### config.mk
export PLATFORM = sky130hd
export DESIGN_NAME = hazard_scoreboard
export DESIGN_NICKNAME = d
export VERILOG_FILES = /design/src/rtl/hazard_scoreboard_pkg.sv /design/src/rtl/hazard_scoreboard_mdu_tracker.sv /design/src/rtl/hazard_scoreboard.sv
export SDC_FILE = /design/constraint.sdc
export NUM_CORES = 1
export LEC_CHECK = 0
export BUFFER_PORTS_ARGS = -buffer_cell sky130_fd_sc_hd__buf_2
export CORE_UTILIZATION = 40
export CTS_BUF_LIST = sky130_fd_sc_hd__clkbuf_8 sky130_fd_sc_hd__clkbuf_16
export CTS_CLUSTER_SIZE = 16
export DETAILED_ROUTE_END_ITERATION = 8
export GPL_TIMING_DRIVEN = 1
export PLACE_DENSITY_LB_ADDON = 0.1
export SLEW_MARGIN = 10
export SYNTH_ARGS = -nofsm -noshare
export SYNTH_HDL_FRONTEND = slang
export SYNTH_SLANG_ARGS = --single-unit
### constraint.sdc
create_clock -name clk -period 3.7 [get_ports clk]
set_input_delay 0.555 -clock clk [delete_from_list [all_inputs] [get_ports clk]]
set_output_delay 0.555 -clock clk [all_outputs]
set_load 0.02 [all_outputs]
### src/rtl/hazard_scoreboard_pkg.sv
// Shared pipeline encodings: MDU tracker states and E-stage forward-select codes.
package hazard_scoreboard_pkg;

  typedef enum logic [1:0] {
    StIdle = 2'b00,
    StRun  = 2'b01,
    StWb   = 2'b10
  } mdu_state_e;

  localparam logic [1:0] FwdRf  = 2'b00;
  localparam logic [1:0] FwdW   = 2'b01;
  localparam logic [1:0] FwdM   = 2'b10;
  localparam logic [1:0] FwdMdu = 2'b11;

endpackage

### src/rtl/hazard_scoreboard_mdu_tracker.sv
// Tracks one in-flight multiply/divide op: latency countdown, pending
// destination, and the deferred register-file writeback slot.
module mdu_tracker
  import hazard_scoreboard_pkg::*;
#(
  parameter int unsigned REG_AW  = 5,
  parameter int unsigned MDU_LAT = 32,
  parameter int unsigned CNT_W   = $clog2(MDU_LAT)
) (
  input  logic              clk,
  input  logic              reset,
  input  logic              mdu_start_i,
  input  logic [REG_AW-1:0] mdu_dst_i,
  input  logic              regwrite_w_i,
  output logic              busy_o,
  output logic              wb_en_o,
  output logic [REG_AW-1:0] dst_o
);

  mdu_state_e        state_q;
  logic [CNT_W-1:0]  cnt_q;
  logic [REG_AW-1:0] dst_q;
  logic              busy_q;
  logic              wb_arm_q;

  // FSM with registered busy and writeback-armed flags; starts while busy are ignored.
  always_ff @(posedge clk or posedge reset) begin
    if (reset) begin
      state_q  <= StIdle;
      cnt_q    <= '0;
      dst_q    <= '0;
      busy_q   <= 1'b0;
      wb_arm_q <= 1'b0;
    end else begin
      case (state_q)
        StIdle: begin
          if (mdu_start_i) begin
            state_q <= StRun;
            cnt_q   <= CNT_W'(MDU_LAT - 2);
            dst_q   <= mdu_dst_i;
            busy_q  <= 1'b1;
          end
        end
        StRun: begin
          if (cnt_q == '0) begin
            state_q  <= StWb;
            wb_arm_q <= (dst_q != '0);
          end else begin
            cnt_q <= cnt_q - 1'b1;
          end
        end
        StWb: begin
          // The pipeline W-stage write owns the port; hold until it is free.
          if ((dst_q == '0) || !regwrite_w_i) begin
            state_q  <= StIdle;
            busy_q   <= 1'b0;
            wb_arm_q <= 1'b0;
          end
        end
        default: begin
          state_q  <= StIdle;
          busy_q   <= 1'b0;
          wb_arm_q <= 1'b0;
        end
      endcase
    end
  end

  assign busy_o  = busy_q;
  assign wb_en_o = wb_arm_q & ~regwrite_w_i;
  assign dst_o   = dst_q;

endmodule

### src/rtl/hazard_scoreboard.sv
// Hazard unit for a 5-stage pipeline with a multi-cycle multiply/divide unit:
// forwarding selects, load-use/branch/MDU stalls, and MDU writeback tracking.
module hazard_scoreboard
  import hazard_scoreboard_pkg::*;
#(
  parameter int unsigned REG_AW  = 5,
  parameter int unsigned MDU_LAT = 32,
  parameter int unsigned CNT_W   = $clog2(MDU_LAT)
) (
  input  logic              clk,
  input  logic              reset,
  input  logic [REG_AW-1:0] rs_d,
  input  logic [REG_AW-1:0] rt_d,
  input  logic [REG_AW-1:0] rs_e,
  input  logic [REG_AW-1:0] rt_e,
  input  logic [REG_AW-1:0] writereg_e,
  input  logic [REG_AW-1:0] writereg_m,
  input  logic [REG_AW-1:0] writereg_w,
  input  logic              memtoreg_e,
  input  logic              memtoreg_m,
  input  logic              regwrite_e,
  input  logic              regwrite_m,
  input  logic              regwrite_w,
  input  logic              branch_d,
  input  logic              mdu_op_d,
  input  logic              mdu_start_e,
  input  logic [REG_AW-1:0] mdu_dst_e,
  output logic              forwarda_d,
  output logic              forwardb_d,
  output logic [1:0]        forwarda_e,
  output logic [1:0]        forwardb_e,
  output logic              stall_f,
  output logic              stall_d,
  output logic              flush_e,
  output logic              mdu_busy,
  output logic              mdu_wb_en,
  output logic [REG_AW-1:0] mdu_wb_reg
);

  logic [REG_AW-1:0] pend_dst;

  mdu_tracker #(
    .REG_AW (REG_AW),
    .MDU_LAT(MDU_LAT),
    .CNT_W  (CNT_W)
  ) u_mdu_tracker (
    .clk         (clk),
    .reset       (reset),
    .mdu_start_i (mdu_start_e),
    .mdu_dst_i   (mdu_dst_e),
    .regwrite_w_i(regwrite_w),
    .busy_o      (mdu_busy),
    .wb_en_o     (mdu_wb_en),
    .dst_o       (pend_dst)
  );

  assign mdu_wb_reg = pend_dst;

  function automatic logic [1:0] fwd_sel(input logic [REG_AW-1:0] src,
                                         input logic [REG_AW-1:0] wr_m,
                                         input logic rw_m,
                                         input logic [REG_AW-1:0] wr_w,
                                         input logic rw_w,
                                         input logic [REG_AW-1:0] wr_mdu,
                                         input logic mdu_en);
    logic [1:0] sel;
    sel = FwdRf;
    if (src != '0) begin
      if (rw_m && (wr_m == src))          sel = FwdM;
      else if (rw_w && (wr_w == src))     sel = FwdW;
      else if (mdu_en && (wr_mdu == src)) sel = FwdMdu;
    end
    return sel;
  endfunction

  logic lwstall, branchstall, rawstall, structstall;

  // Forwarding selects and stall sources, all combinational.
  always_comb begin
    forwarda_d = (rs_d != '0) && regwrite_m && (writereg_m == rs_d);
    forwardb_d = (rt_d != '0) && regwrite_m && (writereg_m == rt_d);
    forwarda_e = fwd_sel(rs_e, writereg_m, regwrite_m, writereg_w, regwrite_w,
                         pend_dst, mdu_wb_en);
    forwardb_e = fwd_sel(rt_e, writereg_m, regwrite_m, writereg_w, regwrite_w,
                         pend_dst, mdu_wb_en);

    lwstall = memtoreg_e && (rt_e != '0) && ((rt_e == rs_d) || (rt_e == rt_d));

    branchstall = branch_d &&
        ((regwrite_e && (writereg_e != '0) &&
          ((writereg_e == rs_d) || (writereg_e == rt_d))) ||
         (memtoreg_m && (writereg_m != '0) &&
          ((writereg_m == rs_d) || (writereg_m == rt_d))));

    // busy covers exactly the RUN and WB states.
    rawstall = ((rs_d != '0) && ((mdu_busy && (pend_dst == rs_d)) ||
                                 (mdu_start_e && (mdu_dst_e == rs_d)))) ||
               ((rt_d != '0) && ((mdu_busy && (pend_dst == rt_d)) ||
                                 (mdu_start_e && (mdu_dst_e == rt_d))));

    structstall = mdu_op_d && (mdu_busy || mdu_start_e);

    stall_d = lwstall || branchstall || rawstall || structstall;
    stall_f = stall_d;
    flush_e = stall_d;
  end

endmodule

# After elaboration in Yosys (flattened, before gate mapping)

Index checks and enable logic that the tools add are counted.

Output and inout bits: 16
Flip-flop bits (word level): 14
Word-level logic and storage cells: 105
Input port bits: 50

Mux-type cells: 20
$add $sub $neg: 1
Reduce and logical (&&, ||, !) cells: 53
Equality and inequality tests: 22
Bitwise operators: 4

Operator list:

| cell                                                                     | number |
|---|---|
| 5-bit equality test                                                      | 16 |
| 5-bit nonzero test                                                       | 7 |
| 1-bit logical AND                                                        | 24 |
| 2-bit 2-to-1 mux                                                         | 11 |
| 1-bit logical OR                                                         | 12 |
| 3-bit AND reduction                                                      | 4 |
| 5-bit logical NOT                                                        | 2 |
| 5-bit 2-to-1 mux                                                         | 2 |
| 5-bit case mux with 2 select lines                                       | 1 |
| 1-bit case mux with 3 select lines                                       | 2 |
| 2-bit case mux with 3 select lines                                       | 1 |
| 5-bit by 1-bit subtractor with 5-bit output (second input constant)      | 1 |
| 2-bit by 1-bit inequality test with 1-bit output (second input constant) | 2 |
| 2-bit inequality test (second input constant)                            | 2 |
| 1-bit 2-to-1 mux                                                         | 3 |
| 1-bit inverter                                                           | 3 |
| 2-bit by 1-bit equality test with 1-bit output (second input constant)   | 1 |
| 2-bit equality test (second input constant)                              | 1 |
| 2-bit logical NOT                                                        | 1 |
| 2-bit AND reduction                                                      | 1 |
| 2-bit nonzero test                                                       | 1 |
| 1-bit AND                                                                | 1 |
| 1-bit logical NOT                                                        | 1 |

# Logic depth before layout (Yosys ltp)

Gate-level depths: netlist (run 1).

Depth in word-level cells: 8
Mapped depth: 8
Mapped depth without buffers: 7

# Modules after synthesis

A second synthesis (run 1) with hierarchy kept.

Cell total of the unflattened synthesis: 232
Area, all modules: 1905.6 sq um

By module, submodules not included:

| module            | instances | cells each | sequential area each (sq um) | area each (sq um) |
|---|---|---|---|---|
| hazard_scoreboard | 1         | 165        | 0.0                          | 1201.2 |
| mdu_tracker       | 1         | 67         | 350.3                        | 704.4 |

# Worst setup path before layout (run 1)

OpenSTA, ideal clock, no wires.

Path type: input to output
From: input port rt_d[1]
To: output port stall_d
Setup slack: 1.106 ns
Path buffers: 2
Data required time: 3.145 ns
Cell stages on the path: 7
Arrival: 2.039 ns
Path through: clkbuf_1 or4_1 nor2_1 a21oi_1 nor2_1 nand4_1 buf_4

Cells in the longest elaborated chain, start to end: 8
Elaborated cells between the ends (all ways): 22
Those cells by class: 5 x eq/ne; 17 x reduce/logical

Ends and longest elaborated chain:

| item                                   | RTL line                                         | RTL |
|---|---|---|
| from (decl)                            | hazard_scoreboard.sv:13                          | `input logic [REG_AW-1:0] rt_d,` |
| 5-bit equality test (on tied branches) | hazard_scoreboard.sv:91, hazard_scoreboard.sv:93 |  |
| 1-bit logical OR (on tied branches)    | hazard_scoreboard.sv:91, hazard_scoreboard.sv:93 |  |
| 1-bit logical AND (on tied branches)   | hazard_scoreboard.sv:90, hazard_scoreboard.sv:92 |  |
| 1-bit logical OR                       | hazard_scoreboard.sv:91                          | `((writereg_e == rs_d) \|\| (writereg_e == rt_d))) \|\|` |
| 1-bit logical AND                      | hazard_scoreboard.sv:89                          | `branchstall = branch_d &&` |
| 1-bit logical OR                       | hazard_scoreboard.sv:103                         | `stall_d = lwstall \|\| branchstall \|\| rawstall \|\| structstall;` |
| 1-bit logical OR * (2 in a row)        | hazard_scoreboard.sv:103                         |  |
| to (decl)                              | hazard_scoreboard.sv:33                          | `output logic stall_d,` |

Mark *: on every way between the ends. The rest lies on a longest branch, timed or not.

# Worst setup path after layout (run 1)

From: register u_mdu_tracker.dst_q[2], in the netlist u_mdu_tracker.dst_o[2]
To: output port stall_f

Cells in the longest elaborated chain, start to end: 7
Elaborated cells between the ends (all ways): 11
Those cells by class: 2 x eq/ne; 9 x reduce/logical

Ends and longest elaborated chain:

| item                                   | RTL line                                         | RTL |
|---|---|---|
| from (decl)                            | hazard_scoreboard_mdu_tracker.sv:22              | `logic [REG_AW-1:0] dst_q;` |
| from (signal assigned)                 | hazard_scoreboard_mdu_tracker.sv:40              | `dst_q <= mdu_dst_i;` |
| 5-bit equality test (on tied branches) | hazard_scoreboard.sv:96, hazard_scoreboard.sv:98 |  |
| 1-bit logical AND (on tied branches)   | hazard_scoreboard.sv:96, hazard_scoreboard.sv:98 |  |
| 1-bit logical OR (on tied branches)    | hazard_scoreboard.sv:96, hazard_scoreboard.sv:98 |  |
| 1-bit logical AND (on tied branches)   | hazard_scoreboard.sv:96, hazard_scoreboard.sv:98 |  |
| 1-bit logical OR *                     | hazard_scoreboard.sv:97                          | `(mdu_start_e && (mdu_dst_e == rs_d)))) \|\|` |
| 1-bit logical OR * (2 in a row)        | hazard_scoreboard.sv:103                         |  |
| to (decl)                              | hazard_scoreboard.sv:32                          | `output logic stall_f,` |

Marked as above.

==> run metrics, run 1 <==
DP Wirelength 3760 µm; Gate power share 0.491; Filler Cell Count 459; postcts setup bufs 0; die height 69.5 µm; Main synth FF type dfrtp_1; fin. max-slew vios 0; clock power share 0.154; number of flops mapped to enable cells by yosys 0; worst-path cell chain xor2_1 > nor4_1 > nand3_1 > a21oi_1 > nor2_1 > nand4_1 > buf_2; worst skew pair latency 0.24 ns; NetSw 0.431 mW; Max Buffers Root-to-Sink 2; RSZ-0062 raised after global routing no; vias in the first global route 1,659; PwrDens 448 mW/mm²; n_diodes 0; HP Class input port to asynchronous set/reset pin; number of synthesized register bits 14; fmax 401 MHz; worst vdd ir 467 µV; # DRC 0; Int Pwr 0.526 mW; first-pass GRT wire length 8170 µm; status finished clean; grt total ovfl 0; Initial Util 0.419; Root Driver clkbuf_8; Worst-Margin Slew 0.717 ns; GP Congestion 0.832; critical path capture point type output pin; origin of the worst setup path u_mdu_tracker.dst_o[2]; die area 0.00483 mm²; Slew headroom 0.521; clk sinks 14; MaxCap Viol Count 0; net switching fraction of the power 0.450; clk_skew 0.00134 ns; Slowest-stage cell, CP dfrtp_1; largest net degree at the start of global routing 15; Synth area leader xor2_1; Synth Cell Area 0.00182 mm²; num rows 24; Avg Cell Area, Syn 7.80 µm²; R2R Path Start u_mdu_tracker.dst_o[3]; Routed Antenna Nets 0; top post-synthesis cells by area xor2_1 27%, dfrtp_1 19%, xnor2_1 12%; Worst Path Required 3.14 ns; crit-path leading delay family simple AND/OR/NAND/NOR gates; H-tree lvl count 1; critical path's largest stage delay 0.52 ns; average wire per standard cell 14.6 µm; ys async rst share 1.00; final setup fails 0; CTS Hold Buffers Added 0; num ports 66; All-Layer GR Usage 0.205; CP Capture Point stall_f; fin crit period 2.49 ns; Final Power 0.958 mW; highest fanout seen on the critical path 8; CTS clk-pin slew, worst paths 0.06 ns; WP data arrival 1.94 ns; initial DRC count 45; Final Cell Area 0.00214 mm²; DRT Pass-1 Iters 4; Final WS setup 1.21 ns; Sequential Power Share 0.355; vias per cell 5.24; DIE WIDTH 69.5 µm; Worst path depth 7; Post-DP Area 0.00208 mm²; Final Hold Viols 0; initial antenna violation count 0; register area share after synthesis 0.192; CTS tree yes; PostCTS Resize Cnt 0; I/O Buffers 65; area share of the largest cell type after synthesis 0.274; leakage 0.962 nW; syn_nets 286; Final nets 328; Syn Inst Count 234; crit path kind flop to output pin; vias 1,715; synth unique cells 34; worst reg-to-reg setup slack 2.06 ns; Setup crit start kind flop; period utilisation layout 0.674; worst path bufs/invs 1; Reg2Reg Depth 5; TritonCTS Buffers 3; Yosys warning count 0; synth-to-layout area growth 17.1%; Routed WL 4760 µm; layout cells sized above 1 0.265; multi-input logic area 0.00133 mm²; FF/Latch Area 350 µm²; core area 0.00435 mm²; setup TNS 0 ns; Reg2Reg Capture Point u_mdu_tracker.wb_arm_q; pre-CTS setup slack 1.22 ns
## routing by layer
| layer | share of wire | track usage | vias to the layer above | wire (µm) |
|---|---|---|---|---|
| li1 | - | - | 865 | - |
| met4 | 0.014 | 0.0431 | 0 | 65 |
| met1 | 0.50 | 0.297 | 785 | 2380 |
| met5 | 0 | 0 | - | 0 |
| met3 | 0.049 | 0.0392 | 8 | 233 |
| met2 | 0.44 | 0.317 | 57 | 2080 |
## through the flow
| step | instances | util | hold WS [ns] |
|---|---|---|---|
| floorplan | 234 | - | 0.439 |
| global placement | 323 | 0.478 | 0.456 |
| detailed placement | 323 | 0.478 | 0.470 |
| CTS | 327 | 0.491 | 0.359 |
| global route | 327 | 0.491 | 0.389 |
| finish | 327 | 0.491 | 0.340 |
## cells in the mapped netlist (all sizes together), types with 2 or more instances
master / count
nand2: 20
or4: 7
nor2: 8
xnor2: 26
a21oi: 9
clkbuf: 18
nor3: 7
nand3: 17
inv: 3
nor3b: 3
nor4: 11
buf: 10
dfrtp: 14
o21ai: 10
xor2: 57
ha: 2
## worst reg2reg max path, delay by kind of cell (launching register included)
| family | cells | cell delay (ns) |
|---|---|---|
| AOI/OAI and AO/OA | 3 | 0.38 |
| DFF | 1 | 0.50 |
| and+or+nand+nor | 2 | 0.65 |
## how the worst min path moves through the flow
stage                                  end  slack, ns  depth (start not counted)
floorplan             u_mdu_tracker.busy_o       0.44                          1
global placement    u_mdu_tracker.wb_arm_q       0.46                          2
detailed placement  u_mdu_tracker.wb_arm_q       0.47                          2
CTS                 u_mdu_tracker.dst_o[3]       0.36                          2
global route        u_mdu_tracker.dst_o[4]       0.39                          2
finish              u_mdu_tracker.dst_o[4]       0.34                          2
## flip-flops by register name, indices dropped and copies added (netlist names)
name	cells
u_mdu_tracker.cnt_q	5
u_mdu_tracker.state_q	2
u_mdu_tracker.wb_arm_q	1
u_mdu_tracker.busy_o	1
u_mdu_tracker.dst_o	5
## layout by cell type, fill, tap and decap left out, types with 7 or more instances in the layout
cell type and instances:
nor3_1 7, a21oi_1 9, xor2_1 57, nand2_1 20
nor2_1 8, nor4_1 11, buf_2 65, xnor2_1 26
dfrtp_1 14, nand3_1 17
## power by group through the flow
stage / Clock, mW / Combinational (mW) / Sequential (mW)
2_1_floorplan: 0 / 0.402 / 0.306
5_1_grt: 0.161 / 0.520 / 0.353
4_1_cts: 0.152 / 0.474 / 0.342
3_5_place_dp: 0 / 0.471 / 0.344
3_3_place_gp: 0 / 0.470 / 0.343
6_report: 0.147 / 0.470 / 0.340
## layout make-up
class | instances | share of cell area
Inverter | 3 | 0.00527
Tap cell | 52 | 0.0305
Multi-Input combinational cell | 189 | 0.622
Timing Repair Buffer | 65 | 0.152
Sequential cell | 14 | 0.164
Clock buffer | 4 | 0.0258
## cells by family after synthesis
family,count (synthesis),share of synthesized area
xor gates and xnor gates,83,0.398
adders and majority gates,2,0.0137
AOI/OAI and AO/OA,24,0.0755
DFF,14,0.192
buffers and inverters,31,0.0796
and+or+nand+nor,80,0.241
No activity file was read; power rests on OpenSTA's default activity.
==> inputs of run 2 (changes only) <==
Clock period 3.7 ns to 2.6 ns, I/O delays scaled along.
==> run 2 against run 1 <==
Design area unchanged. Cell count unchanged. First-iteration DRC count up 13%. Sequential share of layout area unchanged. Die area unchanged. Register-to-register slack worse by 1.1 ns. Routed wire length about the same. Core utilization unchanged. Total power up 43%. Flip-flop and latch count unchanged. Combinational power up 42%. Critical path type unchanged. Largest power group unchanged.
==> run metrics, run 2 (synthesis results as in run 1) <==
highest fanout seen on the critical path 8 (unchanged); die area 0.00483 mm² (unchanged); n_diodes 0 (unchanged); worst skew pair latency 0.24 ns (about the same); Routed Antenna Nets 0 (unchanged); multi-input logic area 0.00133 mm² (unchanged); vias per cell 5.23 (-0.29%); num rows 24 (unchanged); fmax 430 MHz; Worst Path Required 2.21 ns (-0.93 ns); share of the core filled with cells 0.491 (unchanged); Setup crit start kind flop; die height 69.5 µm (unchanged); vias in the first global route 1,660 (+0.060%); Worst-Margin Slew 0.692 ns (-0.0259 ns); # DRC 0 (unchanged); Initial Util 0.419 (unchanged); Routed WL 4770 µm (about the same); TritonCTS Buffers 3 (unchanged); num ports 66 (unchanged); crit path kind flop to output pin; setup TNS 0 ns (unchanged); fin crit period 2.33 ns; leakage 0.962 nW (unchanged); PostCTS Resize Cnt 0 (unchanged); DP Wirelength 3750 µm (-0.18%); layout cells sized above 1 0.265 (unchanged); Slew headroom 0.538 (+0.0173); CTS tree yes; core area 0.00435 mm² (unchanged); DRT Pass-1 Iters 4 (unchanged); first-pass GRT wire length 8160 µm (about the same); All-Layer GR Usage 0.206 (about the same); met3 WL post-DR 308 µm (+32%); Final nets 328 (unchanged); RSZ-0062 raised after global routing no; M1 wire length 2210 µm (-7.1%); Final Hold Viols 0 (unchanged); Max Buffers Root-to-Sink 2 (unchanged); period utilisation layout 0.895; commonest non-fill, non-tap cell in the layout buf_2; H-tree lvl count 1 (unchanged); CTS clk-pin slew, worst paths 0.06 ns (about the same); PwrDens 640 mW/mm² (+43%); final setup fails 0 (unchanged); Root Driver clkbuf_8; clk_skew 0.00213 ns (+0.000787 ns); grt total ovfl 0 (unchanged); synth-to-layout area growth 17.1% (unchanged); Filler Cell Count 461 (+0.44%); postcts setup bufs 0 (unchanged); MaxCap Viol Count 0 (unchanged); top layer used by detailed routing met4; GP Congestion 0.831 (about the same); fin. max-slew vios 0 (unchanged); HP Class input port to asynchronous set/reset pin; largest net degree at the start of global routing 15 (unchanged); vias 1,710 (-0.29%); WP data arrival 1.94 ns (about the same); average wire per standard cell 14.6 µm (about the same); status finished clean; CTS Hold Buffers Added 0 (unchanged); commonest cells after routing, fill and taps aside 65 x buf_2, 57 x xor2_1, 26 x xnor2_1, 20 x nand2_1, 17 x nand3_1; critical path capture point type output pin; initial antenna violation count 0 (unchanged); wire length on met2 2230 µm (+7.1%); Reg2Reg Depth 5 (unchanged); clk sinks 14 (unchanged); DIE WIDTH 69.5 µm (unchanged); I/O Buffers 65 (unchanged); initial DRC count 51 (+13%); worst vdd ir 645 µV (+38%); FF/Latch Area 350 µm² (unchanged)
## run 2: cell type report
| cell class | instances | area share |
|---|---|---|
| multi-input cells | 189 | 0.622 |
| flip-flops and latches | 14 | 0.164 |
| repair buffers | 65 | 0.152 |
| well taps | 52 | 0.0305 |
| clock buffers | 4 | 0.0258 |
| inverters | 3 | 0.00527 |
## run 2: path summary, 6_finish.rpt
kind | from | to | slack [ns]
setup / recovery | u_mdu_tracker.dst_o[2] | stall_f | 0.27
setup reg to reg | u_mdu_tracker.dst_o[3] | u_mdu_tracker.wb_arm_q | 0.96
max in group asynchronous | reset | u_mdu_tracker.cnt_q[1] | 2.05
hold / removal | reset | u_mdu_tracker.dst_o[4] | 0.18
hold reg to reg | u_mdu_tracker.wb_arm_q | u_mdu_tracker.wb_arm_q | 0.48
min in group clk | mdu_dst_e[3] | u_mdu_tracker.dst_o[3] | 0.38
## run 2: worst max-delay path: stages, from the launching register on
cell     delay, ns
dfrtp_1       0.52
xor2_1        0.22
nor4_1        0.32
nand3_1       0.12
a21oi_1       0.16
nor2_1        0.06
nand4_1       0.11
buf_2         0.18
## run 2: where the power goes
part / total, mW / internal [mW] / switching [mW]
clock network: 0.213 / 0.134 / 0.0791
registers: 0.485 / 0.308 / 0.177
logic: 0.668 / 0.307 / 0.362
total: 1.37 / 0.749 / 0.618
## run 2: metal layers
metal	track usage	vias to the layer above
met5	0	-
met4	0.0227	0
met3	0.0407	3
met2	0.323	60
met1	0.300	789
li1	-	858
## run 2: stage by stage
stage | instance area (µm²) | setup WS (ns) | total power [mW] | instances | hold slack (ns)
3_3_place_gp | 2080 | 0.473 | 1.16 | 323 | 0.455
5_1_grt | 2140 | 0.0682 | 1.48 | 327 | 0.223
6_report | 2140 | 0.273 | 1.37 | 327 | 0.179
4_1_cts | 2140 | 0.261 | 1.38 | 327 | 0.200
2_1_floorplan | 1820 | 0.336 | 1.01 | 234 | 0.279
3_5_place_dp | 2080 | 0.472 | 1.16 | 323 | 0.465
